$ cat src/rtl/imm_gen_pkg.sv
// rtl/imm_gen_pkg.sv - shared opcodes, format codes and pipe entry type for the immediate stage
// Contents: RV32I/RV64I major opcodes, immediate format enum, buffered entry struct.
package imm_gen_pkg;

    localparam logic [6:0] OPC_LOAD    = 7'b0000011;
    localparam logic [6:0] OPC_OPIMM   = 7'b0010011;
    localparam logic [6:0] OPC_OPIMM32 = 7'b0011011;
    localparam logic [6:0] OPC_STORE   = 7'b0100011;
    localparam logic [6:0] OPC_BRANCH  = 7'b1100011;
    localparam logic [6:0] OPC_JAL     = 7'b1101111;
    localparam logic [6:0] OPC_JALR    = 7'b1100111;
    localparam logic [6:0] OPC_LUI     = 7'b0110111;
    localparam logic [6:0] OPC_AUIPC   = 7'b0010111;
    localparam logic [6:0] OPC_SYSTEM  = 7'b1110011;
    localparam logic [6:0] OPC_OP      = 7'b0110011;
    localparam logic [6:0] OPC_FENCE   = 7'b0001111;

    typedef enum logic [2:0] {
        FMT_NONE,
        FMT_I,
        FMT_S,
        FMT_B,
        FMT_U,
        FMT_J,
        FMT_SHAMT,
        FMT_Z
    } imm_fmt_e;

    // Entries are sized for the widest legal build; the top narrows on output.
    localparam int IMM_MAX_W = 64;
    localparam int TAG_MAX_W = 32;

    typedef struct packed {
        logic [IMM_MAX_W-1:0] imm;
        imm_fmt_e             fmt;
        logic                 illegal;
        logic [TAG_MAX_W-1:0] tag;
    } imm_entry_t;

endpackage

$ cat src/rtl/imm_decode_comb.sv
// rtl/imm_decode_comb.sv - combinational RISC-V immediate decoder
// Ports: instr_i (instruction word) -> imm_o (XLEN immediate), fmt_o (format), illegal_o (unknown opcode).
module imm_decode_comb
    import imm_gen_pkg::*;
#(
    parameter int XLEN = 32
) (
    input  logic [31:0]     instr_i,
    output logic [XLEN-1:0] imm_o,
    output imm_fmt_e        fmt_o,
    output logic            illegal_o
);

    logic [6:0]  opc;
    logic [2:0]  funct3;
    logic        sgn;
    logic [63:0] imm64;
    logic [63:0] imm_i;
    logic [63:0] shamt5;
    logic [63:0] shamt6;

    assign opc    = instr_i[6:0];
    assign funct3 = instr_i[14:12];
    assign sgn    = instr_i[31];
    assign imm_i  = {{52{sgn}}, instr_i[31:20]};
    assign shamt5 = {59'b0, instr_i[24:20]};
    assign shamt6 = {58'b0, instr_i[25:20]};

    // Everything is built at 64 bits and narrowed once; sign-extended
    // values stay correct after truncation to 32.
    always_comb begin
        imm64     = '0;
        fmt_o     = FMT_NONE;
        illegal_o = 1'b0;
        case (opc)
            OPC_LOAD, OPC_JALR: begin
                imm64 = imm_i;
                fmt_o = FMT_I;
            end
            OPC_OPIMM: begin
                // funct3 001/101 are the shifts (SLLI/SRLI/SRAI)
                if (funct3[1:0] == 2'b01) begin
                    imm64 = (XLEN == 64) ? shamt6 : shamt5;
                    fmt_o = FMT_SHAMT;
                end else begin
                    imm64 = imm_i;
                    fmt_o = FMT_I;
                end
            end
            OPC_OPIMM32: begin
                if (XLEN == 64) begin
                    if (funct3[1:0] == 2'b01) begin
                        imm64 = shamt5;
                        fmt_o = FMT_SHAMT;
                    end else begin
                        imm64 = imm_i;
                        fmt_o = FMT_I;
                    end
                end else begin
                    illegal_o = 1'b1;
                end
            end
            OPC_STORE: begin
                imm64 = {{52{sgn}}, instr_i[31:25], instr_i[11:7]};
                fmt_o = FMT_S;
            end
            OPC_BRANCH: begin
                imm64 = {{51{sgn}}, instr_i[31], instr_i[7], instr_i[30:25],
                         instr_i[11:8], 1'b0};
                fmt_o = FMT_B;
            end
            OPC_JAL: begin
                imm64 = {{43{sgn}}, instr_i[31], instr_i[19:12], instr_i[20],
                         instr_i[30:21], 1'b0};
                fmt_o = FMT_J;
            end
            OPC_LUI, OPC_AUIPC: begin
                imm64 = {{32{sgn}}, instr_i[31:12], 12'b0};
                fmt_o = FMT_U;
            end
            OPC_SYSTEM: begin
                // CSR*I forms carry a 5-bit unsigned immediate in the rs1 slot
                if (funct3[2]) begin
                    imm64 = {59'b0, instr_i[19:15]};
                    fmt_o = FMT_Z;
                end
            end
            OPC_OP, OPC_FENCE: begin
                fmt_o = FMT_NONE;
            end
            default: begin
                illegal_o = 1'b1;
            end
        endcase
    end

    assign imm_o = imm64[XLEN-1:0];

    logic unused_imm_hi;
    assign unused_imm_hi = ^imm64;

endmodule

$ cat src/rtl/imm_gen_pipe.sv
// rtl/imm_gen_pipe.sv - registered immediate-generation stage with 2-entry skid buffer
// Ports: clk, reset (sync, active-high), flush (sync kill);
//        in_valid/in_ready/in_instr/in_tag upstream handshake;
//        out_valid/out_ready/out_imm/out_fmt/out_illegal/out_tag downstream handshake.
module imm_gen_pipe
    import imm_gen_pkg::*;
#(
    parameter int XLEN  = 32,
    parameter int TAG_W = 8
) (
    input  logic             clk,
    input  logic             reset,
    input  logic             flush,
    input  logic             in_valid,
    output logic             in_ready,
    input  logic [31:0]      in_instr,
    input  logic [TAG_W-1:0] in_tag,
    output logic             out_valid,
    input  logic             out_ready,
    output logic [XLEN-1:0]  out_imm,
    output logic [2:0]       out_fmt,
    output logic             out_illegal,
    output logic [TAG_W-1:0] out_tag
);

    if (XLEN != 32 && XLEN != 64) begin : g_bad_xlen
        $error("imm_gen_pipe: XLEN must be 32 or 64");
    end
    if (TAG_W < 1 || TAG_W > TAG_MAX_W) begin : g_bad_tag
        $error("imm_gen_pipe: TAG_W out of range");
    end

    localparam imm_entry_t ENTRY_CLR = '{imm: '0, fmt: FMT_NONE, illegal: 1'b0, tag: '0};

    logic [XLEN-1:0] dec_imm;
    imm_fmt_e        dec_fmt;
    logic            dec_illegal;
    imm_entry_t      new_entry;

    imm_decode_comb #(.XLEN(XLEN)) u_decode (
        .instr_i   (in_instr),
        .imm_o     (dec_imm),
        .fmt_o     (dec_fmt),
        .illegal_o (dec_illegal)
    );

    imm_entry_t out_q, out_d;
    imm_entry_t skid_q, skid_d;
    logic       out_valid_q, out_valid_d;
    logic       skid_valid_q, skid_valid_d;
    logic       in_fire;
    logic       out_free;

    always_comb begin
        new_entry         = ENTRY_CLR;
        new_entry.imm     = IMM_MAX_W'($signed(dec_imm));
        new_entry.fmt     = dec_fmt;
        new_entry.illegal = dec_illegal;
        new_entry.tag     = TAG_MAX_W'(in_tag);
    end

    // in_ready is a pure flop output, so upstream never sees out_ready combinationally.
    assign in_fire  = in_valid && !skid_valid_q;
    assign out_free = !out_valid_q || out_ready;

    always_comb begin
        out_d        = out_q;
        skid_d       = skid_q;
        out_valid_d  = out_valid_q;
        skid_valid_d = skid_valid_q;
        if (out_free) begin
            // A full skid blocks in_ready, so it and in_fire never coincide.
            if (skid_valid_q) begin
                out_d        = skid_q;
                out_valid_d  = 1'b1;
                skid_valid_d = 1'b0;
            end else if (in_fire) begin
                out_d       = new_entry;
                out_valid_d = 1'b1;
            end else begin
                out_valid_d = 1'b0;
            end
        end else if (in_fire) begin
            skid_d       = new_entry;
            skid_valid_d = 1'b1;
        end
    end

    always_ff @(posedge clk) begin
        if (reset || flush) begin
            out_q        <= ENTRY_CLR;
            skid_q       <= ENTRY_CLR;
            out_valid_q  <= 1'b0;
            skid_valid_q <= 1'b0;
        end else begin
            out_q        <= out_d;
            skid_q       <= skid_d;
            out_valid_q  <= out_valid_d;
            skid_valid_q <= skid_valid_d;
        end
    end

    assign in_ready    = !skid_valid_q;
    assign out_valid   = out_valid_q;
    assign out_imm     = out_q.imm[XLEN-1:0];
    assign out_fmt     = out_q.fmt;
    assign out_illegal = out_q.illegal;
    assign out_tag     = out_q.tag[TAG_W-1:0];

    logic unused_out_hi;
    assign unused_out_hi = ^{out_q.imm, out_q.tag};

endmodule

$ cat config.mk
export PLATFORM = sky130hd
export DESIGN_NAME = imm_gen_pipe
export DESIGN_NICKNAME = d
export VERILOG_FILES = /design/src/rtl/imm_gen_pkg.sv /design/src/rtl/imm_decode_comb.sv /design/src/rtl/imm_gen_pipe.sv
export SDC_FILE = /design/constraint.sdc
export NUM_CORES = 1
export LEC_CHECK = 0
export ABC_AREA = 1
export BUFFER_PORTS_ARGS = -buffer_cell sky130_fd_sc_hd__buf_2
export CAP_MARGIN = 40
export CORE_ASPECT_RATIO = 1.25
export CORE_UTILIZATION = 61
export DETAILED_ROUTE_END_ITERATION = 10
export PLACE_DENSITY = 0.86
export SYNTH_ARGS = -nofsm -noshare
export SYNTH_HDL_FRONTEND = slang
export SYNTH_SLANG_ARGS = --single-unit
$ cat constraint.sdc
create_clock -name clk -period 2.3 [get_ports clk]
set_input_delay 0.23 -clock clk [delete_from_list [all_inputs] [get_ports clk]]
set_output_delay 0.23 -clock clk [all_outputs]
set_load 0.01 [all_outputs]
==> results of run 1 <==
-- sequential cells by signal, summed over array words and instances (netlist names) --
signal and cells:
out_illegal 1, out_imm 32, out_tag 8, skid_q 44
out_fmt 3, out_valid 1, skid_valid_q 1
-- area by class of cell --
cell class / count / area, µm²
clock buffers: 10 / 127.6
clock inverters: 5 / 56.30
fillers: 684 / 2270
inverters: 79 / 296.5
multi-input cells: 542 / 2646
flip-flops and latches: 90 / 1802
well taps: 95 / 118.9
repair buffers: 101 / 565.5
-- kinds of logic (layout without fill, tap and decap cells) --
kind of cell	after synthesis	in the layout	synth area share, %
buffers and inverters	127	195	11.21
flip-flops	90	90	35.96
AND/OR/NAND/NOR	367	367	34.24
AO/OA/AOI/OAI	175	175	18.58
-- per-layer routing --
| layer | wire [µm] | global-route usage [%] | share of wire, % |
|---|---|---|---|
| met1 | 5579 | 40.30 | 41 |
| met2 | 6649 | 54.35 | 49 |
| met3 | 974 | 6.111 | 7.2 |
| met4 | 294 | 11.80 | 2.2 |
| met5 | 0 | 0 | 0 |
-- power by group --
group / switching [mW] / internal [mW]
registers: 0.0191 / 1.59
clock network: 0.552 / 0.494
logic: 0.248 / 0.126
total: 0.820 / 2.22
-- through the flow --
| stage | utilization, % | setup WS [ns] |
|---|---|---|
| final | 71.21 | 0.2744 |
| after global routing | 71.21 | 0.1648 |
| after CTS | 71.21 | 0.2672 |
| after detailed placement | 68.87 | 0.3202 |
| after global placement | 68.52 | 0.08442 |
| after floorplan | - | 0.9392 |
-- cell usage in the layout (no fill, tap or decap), types with 12 or more instances in the layout --
cell type,instances
a21oi_1,73
a21oi_2,12
buf_2,90
dfxtp_1,90
inv_1,71
nand2_1,142
nand3_1,34
nand3_2,29
nor2_1,132
o21ai_0,70
o21ai_1,12
-- final timing paths --
check / from / to / slack [ns]
worst max-delay path: skid_valid_q / in_ready / 0.27
worst min-delay path: in_tag[2] / skid_q[2] / 0.11
worst min register to register: skid_q[0] / skid_q[0] / 0.47
worst max register to register: skid_valid_q / skid_q[54] / 0.42
-- critical path: cells and delay by family, from the launching register on --
kind                   cells  cell delay [ns]
buffers and inverters      4             1.10
flip-flops                 1             0.32
==> results.toml, run 1 <==
[pwr]
power_mw = 3.035
powerDensity_mw_per_mm2 = 540.7
peakVddDrop_uv = 551.5
p_leak_nw = 2.972

[layout]
fin_cells = 922
diodes = 0
final_nets = 868
fin_area_mm2 = 0.005613
syn_to_final_growth_pct = 12.04
drive_gt1_share_pct = 22.37

[detailed_routing]
via_count = 5207
drcViolationCount = 0
firstDrtPassIters = 5
drt_iter0_drc = 340
wirelength_mm = 13.50
ant_nets = 0
wl_per_cell_um = 14.64
via_per_inst = 5.648

[global_routing]
grt_use_total_pct = 31.78
grt_max_degree = 46
grt-ovfl-total = 0
antenna_found_initial = 0
grt_pass1_wl_mm = 21.96
first_global_vias = 4642

[placement]
placed_cells = 907
gp_congestion = 0.9521
port_buffers = 90
place_area_mm2 = 0.005429
dp_hpwl_mm = 8.956

[floorplan]
fp.dieW_um = 83.06
start_util_pct = 63.56
core_mm2 = 0.007883
die_h_um = 103.3
fp-row-count = 36
die_area_mm2 = 0.008581
io_pins = 91

[critical_path]
crit_chain = "buf_4, inv_2, buf_4, buf_2"
required_ns = 2.07
start_kind = "register"
cp_max_fo = 45
arrival_ns = 1.80
slowest_delay_ns = 0.46
worstSetupPathType = "register to output port"
r2r_cells = 9
crit_slowest_cell = "buf_4"
end_kind = "output port"
cp_common_cell = "buf_4"

[flow_run]
cap_viol_max_count = 0

[clocking]
insertion_delay_ns = 0.38
clk_pin_slew_ns = 0.09
post-cts-setup-buffer-count = 0
cts_tree = "yes"
htreeDepth = 3
cts_sinks = 90
hold_buffers = 0
root_buffer = "clkbuf_8"
cts.repair.resized = 0
cts_buffers = 9
cts.path.max_buffers = 2

[synthesis]
postSynthAreaPerCell_um2 = 6.601
synth-seq-cells = 90
synth-async-reset-ratio_pct = 0
yosys-top-cells-area = "dfxtp_1 (36%), nand2_1 (11%), nor2_1 (9.9%)"
synth_top_area_share_pct = 35.96
synthCells = 759
synth_warnings = 0
syn-cell-area_mm2 = 0.005010
ys.flop_type = "dfxtp_1"
yosys.cell_count.top_type = "nand2_1"
synth_edf_count = 0
syn_nets = 804
synth_top_area_cell = "dfxtp_1"
synth_common_cells = "nand2_1 (142), nor2_1 (132), dfxtp_1 (90)"
synth-seq-area-share_pct = 35.96
synth_cell_type_count = 25

[sta]
hold_ws_ns = 0.1060
relSlewSlack_pct = 54.96
period_needed_ns = 2.026
hold_viol = 0
final_max_slew_viol_count = 0
max_freq_mhz = 493.7
period_share_pct = 88.07
fin_skew_ns = 0.009399
setup_violations = 0
tns_ns = 0
rsz0062_at_grt = "no"
max_slew.worst_pin.slew_ns = 0.6747

[status]
outcome = "complete, no violations"

[min_path]
hold_class = "input pin to register"
min_delay_path_depth = 3
Power figures use the tool's default switching activity.
==> run 2: changes to the inputs <==
- ABC_AREA: 1 -> not set
- CORE_UTILIZATION: 61 -> 58
- PLACE_DENSITY: 0.86 -> 0.85
==> run 2 against run 1 <==
  * Worst hold slack improved by 0.0090 ns
  * Via count decreased by 18%
  * Wire length decreased by 12%
  * Critical endpoint is now skid_q[63]
  * Largest cell class unchanged
==> results.toml, run 2 <==
[status]
outcome = "complete, no violations"

[critical_path]
required_ns = 2.59
reg2reg_slack_ns = 0.59
start_kind = "register"
crit_chain = "inv_1, nand2_1, nor2_2, buf_4, o21ai_0, a21oi_1"
startpoint = "skid_valid_q"
cp_max_fo = 38
worstSetupPathType = "register to register"
crit_slowest_cell = "dfxtp_1"
arrival_ns = 2.00
worstReg2RegStart = "skid_valid_q"
end_kind = "register"
slowest_delay_ns = 0.37

[sta]
relSlewSlack_pct = 59.71
max_freq_mhz = 583.9
tns_ns = 0
max_slew.worst_pin.slew_ns = 0.6021
hold_ws_ns = 0.1150
fin_skew_ns = 0.01306
rsz0062_at_grt = "no"
hold_viol = 0
setup_violations = 0
final_max_slew_viol_count = 0
period_needed_ns = 1.713
period_share_pct = 74.46

[global_routing]
globalRouteMet1Util_pct = 38.40
antenna_found_initial = 0
use_met2_pct = 57.74
grt_use_total_pct = 32.61
grt_busiest_layer = "met2"
grt_pass1_wl_mm = 18.82
grt-ovfl-total = 0
first_global_vias = 3961
met3_usage_pct = 6.161
grt_max_degree = 39

[detailed_routing]
drcViolationCount = 0
via_per_inst = 6.356
drt_iter0_drc = 389
ant_nets = 0
wl_per_cell_um = 17.69
wirelength_mm = 11.87
firstDrtPassIters = 5
via_count = 4265

[clocking]
cts.repair.resized = 0
cts_buffers = 9
hold_buffers = 0
post-cts-setup-buffer-count = 0
root_buffer = "clkbuf_8"
htreeDepth = 3
insertion_delay_ns = 0.36
cts.path.max_buffers = 2
cts_tree = "yes"
clk_pin_slew_ns = 0.10
cts_sinks = 90

[synthesis]
yosys.cell_count.top_type = "dfxtp_1"
synth_edf_count = 0
synth_warnings = 0
synth_common_cells = "dfxtp_1 (90), a21oi_1 (74), nand2_1 (74)"
yosys-top-cells-area = "dfxtp_1 (44%), a21oi_1 (9.1%), o21ai_0 (7.3%)"
postSynthAreaPerCell_um2 = 8.143
synthCells = 502
synth-seq-area-share_pct = 44.08
syn_nets = 547
synth_top_area_share_pct = 44.08
syn-cell-area_mm2 = 0.004088
synth_cell_type_count = 46
synth_top_area_cell = "dfxtp_1"
synth-async-reset-ratio_pct = 0
synth-seq-cells = 90
ys.flop_type = "dfxtp_1"

[pwr]
p_leak_nw = 1.815
pwr-share-seq_pct = 52.3
power_frac_comb_pct = 11.5
clkPwrFrac_pct = 36.2
intPower_mw = 2.229
powerDensity_mw_per_mm2 = 633.2
switching_share_pct = 27.23
power_mw = 3.064
peakVddDrop_uv = 466.4
switchingPower_uw = 834.3

[layout]
largest_register_ffs = 44
diodes = 0
largest_register = "skid_q"
syn_to_final_growth_pct = 18.37
drive_gt1_share_pct = 25.34
final_nets = 624
n_fill_cell = 546
fin_area_mm2 = 0.004838
final_core_util_pct = 72.33
final_cell_mix = "buf_2 (90), dfxtp_1 (90), nand2_1 (74), a21oi_1 (74), o21ai_0 (60)"

[placement]
gp_congestion = 0.9796
dp_hpwl_mm = 8.149
place_area_mm2 = 0.004637
port_buffers = 90

[floorplan]
core_mm2 = 0.006689
die_area_mm2 = 0.007389
die_h_um = 95.86
io_pins = 91
fp.dieW_um = 77.09
fp-row-count = 33
start_util_pct = 61.11

[flow_run]
cap_viol_max_count = 0

[min_path]
hold_class = "input pin to register"
min_from = "in_tag[5]"
[run 2: worst paths after layout]
kind / to / cells after the start
setup / recovery: skid_q[63] / 6
setup reg to reg: skid_q[63] / 6
hold / removal: skid_q[5] / 3
hold reg to reg: skid_q[5] / 2
[run 2: final cells by class]
| type | instances | area, µm² | area share (%) |
|---|---|---|---|
| Clock buffer | 10 | 127.6 | 2.638 |
| Clock inverter | 6 | 73.82 | 1.526 |
| Inverter | 4 | 15.01 | 0.3103 |
| Multi-Input combinational cell | 363 | 2091 | 43.21 |
| Sequential cell | 90 | 1802 | 37.24 |
| Tap cell | 87 | 108.9 | 2.250 |
| Timing Repair Buffer | 111 | 620.6 | 12.83 |
[run 2: per-layer routing]
layer | vias to the layer above | wire (µm)
met5 | - | 0
met4 | 0 | 299
met3 | 24 | 847
met2 | 219 | 5895
met1 | 2042 | 4829
li1 | 1980 | -
[run 2: through the flow]
step	instances	worst slack [ns]
6_report	671	0.5873
5_1_grt	671	0.4911
4_1_cts	671	0.6280
3_5_place_dp	655	0.3187
3_3_place_gp	654	0.3950
2_1_floorplan	502	0.6250
[run 2: cell families after synthesis]
group / share of synthesized area (%)
buffers and inverters: 5.050
AO/OA/AOI/OAI: 29.42
AND/OR/NAND/NOR: 19.50
flip-flops: 44.08
multiplexers: 1.959
[run 2: critical path: cells and delay by family, from the launching register on]
family,cells,cell delay (ns)
buf+inv,2,0.64
compound gates,2,0.36
simple gates,2,0.28
flops,1,0.37
[run 2: power groups by stage]
stage               sequential [mW]  clock (mW)  combinational, mW
floorplan                      1.65           0              0.194
global placement               1.64           0              0.333
detailed placement             1.64           0              0.343
CTS                            1.60        1.11              0.346
global route                   1.61        1.16              0.381
finish                         1.60        1.11              0.352
